`src/rtl/fetch_unit.sv`:
```
`default_nettype none
// ============================================================================
//  Module      : fetch_unit
//  Description : Owns the architectural PC, issues single-outstanding
//                instruction reads and presents fetched words through a
//                one-entry valid/ready output register; squashes stale fetches
//                on redirect.
//  Revision    : 1.0
// ============================================================================
module fetch_unit #(
    parameter int                  PC_WIDTH    = 64,
    parameter int                  INSTR_WIDTH = 32,
    parameter logic [PC_WIDTH-1:0] RESET_PC    = '0
) (
    input  logic                   clk,
    input  logic                   rst,
    input  logic                   redirect_valid,
    input  logic [PC_WIDTH-1:0]    redirect_pc,
    output logic                   imem_req_valid,
    input  logic                   imem_req_ready,
    output logic [PC_WIDTH-1:0]    imem_req_addr,
    input  logic                   imem_resp_valid,
    input  logic [INSTR_WIDTH-1:0] imem_resp_data,
    output logic                   out_valid,
    input  logic                   out_ready,
    output logic [PC_WIDTH-1:0]    out_pc,
    output logic [INSTR_WIDTH-1:0] out_instr
);

    localparam logic [0:0]          c_ST_REQ  = 1'b0;
    localparam logic [0:0]          c_ST_WAIT = 1'b1;
    localparam logic [PC_WIDTH-1:0] c_PC_STEP = PC_WIDTH'(4);

    logic [0:0]             r_state;
    logic [0:0]             w_state_next;
    logic [PC_WIDTH-1:0]    r_pc;
    logic [PC_WIDTH-1:0]    r_req_pc;
    logic                   r_drop;
    logic                   r_out_valid;
    logic [PC_WIDTH-1:0]    r_out_pc;
    logic [INSTR_WIDTH-1:0] r_out_instr;

    logic w_in_wait;
    logic w_req_fire;
    logic w_out_fire;
    logic w_resp_live;

    assign w_in_wait   = (r_state == c_ST_WAIT);
    assign w_req_fire  = imem_req_valid && imem_req_ready;
    assign w_out_fire  = r_out_valid && out_ready;
    // A response is kept only if it belongs to the current path and no
    // redirect is landing in the same cycle.
    assign w_resp_live = w_in_wait && imem_resp_valid && !r_drop && !redirect_valid;

    always_ff @(posedge clk) begin
        if (rst) begin
            r_state <= c_ST_REQ;
        end else begin
            r_state <= w_state_next;
        end
    end

    always_comb begin
        w_state_next = r_state;
        case (r_state)
            c_ST_REQ:  if (w_req_fire)      w_state_next = c_ST_WAIT;
            c_ST_WAIT: if (imem_resp_valid) w_state_next = c_ST_REQ;
            default:                        w_state_next = c_ST_REQ;
        endcase
    end

    // Only request when the output slot is certain to be free by response time.
    always_comb begin
        imem_req_valid = 1'b0;
        if (!rst && (r_state == c_ST_REQ)) begin
            imem_req_valid = !redirect_valid && (!r_out_valid || out_ready);
        end
    end

    assign imem_req_addr = r_pc;
    assign out_valid     = r_out_valid;
    assign out_pc        = r_out_pc;
    assign out_instr     = r_out_instr;

    always_ff @(posedge clk) begin
        if (rst) begin
            r_pc        <= RESET_PC;
            r_req_pc    <= '0;
            r_drop      <= 1'b0;
            r_out_valid <= 1'b0;
            r_out_pc    <= '0;
            r_out_instr <= '0;
        end else begin
            if (w_req_fire) begin
                r_req_pc <= r_pc;
            end
            if (w_out_fire) begin
                r_out_valid <= 1'b0;
            end
            if (w_resp_live) begin
                r_out_valid <= 1'b1;
                r_out_pc    <= r_req_pc;
                r_out_instr <= imem_resp_data;
                r_pc        <= r_req_pc + c_PC_STEP;
            end
            // Exactly one stale response is ever owed, so repeated redirects keep drop set.
            if (w_in_wait && imem_resp_valid) begin
                r_drop <= 1'b0;
            end else if (w_in_wait && redirect_valid) begin
                r_drop <= 1'b1;
            end
            if (redirect_valid) begin
                r_pc        <= redirect_pc;
                r_out_valid <= 1'b0;
            end
        end
    end

endmodule
`default_nettype wire

```
`config.mk`:
```
export PLATFORM = sky130hd
export DESIGN_NAME = fetch_unit
export DESIGN_NICKNAME = d
export VERILOG_FILES = /design/src/rtl/fetch_unit.sv
export SDC_FILE = /design/constraint.sdc
export NUM_CORES = 1
export LEC_CHECK = 0
export ABC_AREA = 1
export BUFFER_PORTS_ARGS = -buffer_cell sky130_fd_sc_hd__buf_2
export CAP_MARGIN = 20
export CORE_MARGIN = 3
export CORE_UTILIZATION = 58
export CTS_CLUSTER_SIZE = 20
export DETAILED_ROUTE_END_ITERATION = 16
export PLACE_DENSITY_LB_ADDON = 0.15
export SLEW_MARGIN = 30
export SYNTH_ARGS = -nofsm -noshare
export SYNTH_HDL_FRONTEND = slang
export SYNTH_SLANG_ARGS = --single-unit
```
`constraint.sdc`:
```
create_clock -name clk -period 3.1 [get_ports clk]
set_clock_uncertainty 0.1 [all_clocks]
set_input_delay 0.62 -clock clk [delete_from_list [all_inputs] [get_ports clk]]
set_output_delay 0.62 -clock clk [all_outputs]
set_load 0.02 [all_outputs]
```
==> results.sh <==
export IMPL_firstDrtPassIters=6
export IMPL_reg2reg_from="r_req_pc[2]"
export IMPL_synth_cell_area_mm2=0.01044
export IMPL_syn_nets=1587
export IMPL_p_total_uw=6373
export IMPL_finalCritPeriodShare_pct=76.41
export IMPL_crit_buf_inv=1
export IMPL_synth_enable_flop_cells=0
export IMPL_antenna_cells=0
export IMPL_grt_ovfl_total=0
export IMPL_grt_max_degree=103
export IMPL_drive_gt1_share_pct=21.49
export IMPL_path_max_fanout=4
export IMPL_fin_crit_ns=2.369
export IMPL_place_hpwl_mm=23.28
export IMPL_ys_types=43
export IMPL_drt_iter0_drc=923
export IMPL_worstSetupStartpoint="r_req_pc[2]"
export IMPL_cp_cell_sequence="ha_1, nand3_2, nor2_2, nand4_1, nor2_1, nand2_1, a21oi_1, o21ai_1, nand2_1, inv_1"
export IMPL_dieArea_mm2=0.01964
export IMPL_fmax_mhz=422.2
export IMPL_grt_pass1_vias=10080
export IMPL_final_setup_viol_count=0
export IMPL_slowest_delay_ns=0.50
export IMPL_slew_viol_final=0
export IMPL_rr_endpoint="imem_req_addr[50]"
export IMPL_clk_path_buf_depth=3
export IMPL_status="completed"
export IMPL_holdBufCountCts=0
export IMPL_clock_latency_ns=0.52
export IMPL_avgSynthCellArea_um2=7.033
export IMPL_cp_num_cells=10
export IMPL_path_delay_family="simple AND/OR/NAND/NOR gates"
export IMPL_ys_flop_type="dfxtp_1"
export IMPL_totalWireLength_mm=32.97
export IMPL_areaGrowthSynthToFinish_pct=20.57
export IMPL_hold_violations=0
export IMPL_worstPathRequired_ns=3.41
export IMPL_ys_ff_latch=227
export IMPL_clkTransAtPathRegs_ns=0.06
export IMPL_synth_top_area_share_pct=43.54
export IMPL_mostFrequentLayoutCell="nor2_1"
export IMPL_p_leak_uw=0.005790
export IMPL_final_core_util_pct=72.01
export IMPL_fp_dieW_um=140.2
export IMPL_via_per_inst=5.564
export IMPL_maxSlewHeadroom_pct=48.90
export IMPL_start_util_pct=59.72
export IMPL_ys_seq_area_share_pct=43.54
export IMPL_vias=10830
export IMPL_antenna_found_initial=0
export IMPL_synth_top_area_cell="dfxtp_1"
export IMPL_cap_violations=0
export IMPL_synth_area_top_cells="dfxtp_1 (44%), nor2_1 (12%), nand2_1 (9.6%)"
export IMPL_gp_congestion=0.9334
export IMPL_setup_ws_ns=0.7312
export IMPL_ioPinCount=264
export IMPL_drcViolationCount=0
export IMPL_ctsResizeCount=0
export IMPL_fin_hold_ws_ns=0.2602
export IMPL_tns_ns=0
export IMPL_power_density_mw_per_mm2=506.4
export IMPL_cts_tree="yes"
export IMPL_htreeDepth=1
export IMPL_worst_slew_pin_slew_ns=0.7665
export IMPL_holdCritPathClass="in2reg"
export IMPL_reg2reg_setup_slack_ns=0.73
export IMPL_wire_per_inst_um=16.94
export IMPL_ys_async_sr_fraction_pct=0
export IMPL_grt_pass1_wl_mm=52.57
export IMPL_grt_usage_pct=32.44
export IMPL_cts_sinks=227
export IMPL_fp_row_count=48
export IMPL_rr_worst_depth=10
export IMPL_rsz0062_at_grt="false"
export IMPL_die_h_um=140.2
export IMPL_dpl_worst_slack_ns=0.6035
export IMPL_crit_end="imem_req_addr[50]"
export IMPL_worstSetupStartpointType="register"
export IMPL_end_kind="register"
export IMPL_ir_drop_v=0.0004358
export IMPL_syn_instance_count=1484
export IMPL_layout_nets=1813
export IMPL_postCtsSetupRepairBufs=0
export IMPL_cts_made_buffers=23
export IMPL_ys_warnings_count=0
export IMPL_port_buffers=263
export IMPL_slowest_stage="nor2_1"
export IMPL_crit_top_cell="nand2_1"
export IMPL_final_antenna_net_count=0
export IMPL_critPathKind="reg2reg"
export IMPL_cts_root_buf="clkbuf_16"
export IMPL_core_mm2=0.01748
export IMPL_layout_common_cells="nor2_1 (333), nand2_1 (266), buf_2 (263)"
export IMPL_cp_arrival_ns=2.67
[flip-flops by register name, summed over array words and instances, names as in the netlist]
signal / cells
out_instr: 32
r_state: 1
out_pc: 64
out_valid: 1
r_req_pc: 64
imem_req_addr: 64
r_drop: 1
[cells by family after synthesis]
kind of cell | synth area share, %
adders and majority gates | 0.1199
buffers and inverters | 7.540
AOI/OAI and AO/OA | 14.27
xor gates and xnor gates | 1.259
DFF | 43.54
and+or+nand+nor | 33.28
[through the flow]
step,cell area [um^2],std cells
floorplan,10440,1484
global placement,11900,1910
detailed placement,11900,1910
CTS,12580,1947
global route,12580,1947
finish,12580,1947
[power breakdown]
| part | switching, uW | internal, uW | total (uW) |
|---|---|---|---|
| logic | 394 | 230 | 624 |
| registers | 112 | 3030 | 3140 |
| clock network | 1130 | 1480 | 2610 |
[layout make-up]
type                       instances  area, um^2
sequential                       227        4544
fill                            1540        4892
multi-input combinational       1066        5119
clock buffer                      34       666.9
tap                              225       281.5
timing repair buffer             281        1530
inverter                         111       424.2
clock inverter                     3       18.77
[cells in the mapped netlist, types with 4 or more instances]
library cell and count:
a211oi_1 9, a21oi_1 64, a22o_1 18, a31oi_1 10, a41oi_1 4, buf_1 4
buf_2 28, clkbuf_1 43, dfxtp_1 227, inv_1 106, inv_2 4, nand2_1 267
nand2_2 11, nand3_1 73, nand3b_1 5, nand4_1 29, nor2_1 333, nor2_2 13
nor2_4 13, nor3_1 22, o21ai_0 139, o21ai_1 14, xnor2_1 9, xor2_1 6
[how the worst min path moves through the flow]
| stage | startpoint | to | slack (ns) | depth (start not counted) |
|---|---|---|---|---|
| floorplan | r_req_pc[0] | r_req_pc[0] | 0.36 | 2 |
| global placement | out_pc[1] | out_pc[1] | 0.35 | 2 |
| detailed placement | out_pc[1] | out_pc[1] | 0.36 | 2 |
| CTS | imem_resp_data[30] | out_instr[30] | 0.26 | 3 |
| global route | imem_resp_data[18] | out_instr[18] | 0.28 | 3 |
| finish | imem_resp_data[30] | out_instr[30] | 0.26 | 3 |
[worst min-delay path: stages]
cell and delay [ns]:
buf_2 0.07, o21ai_0 0.07, nor2_1 0.08
[layer usage]
metal	wire, um	global-route usage [%]	part of all wire, %	vias to the layer above
li1	-	-	-	5284
met2	15520	54.69	47	524
met3	2813	4.677	8.5	58
met4	648	7.649	2.0	0
met1	13990	44.22	42	4968
met5	0	0	0	-
(Power assumes the default switching activity.)
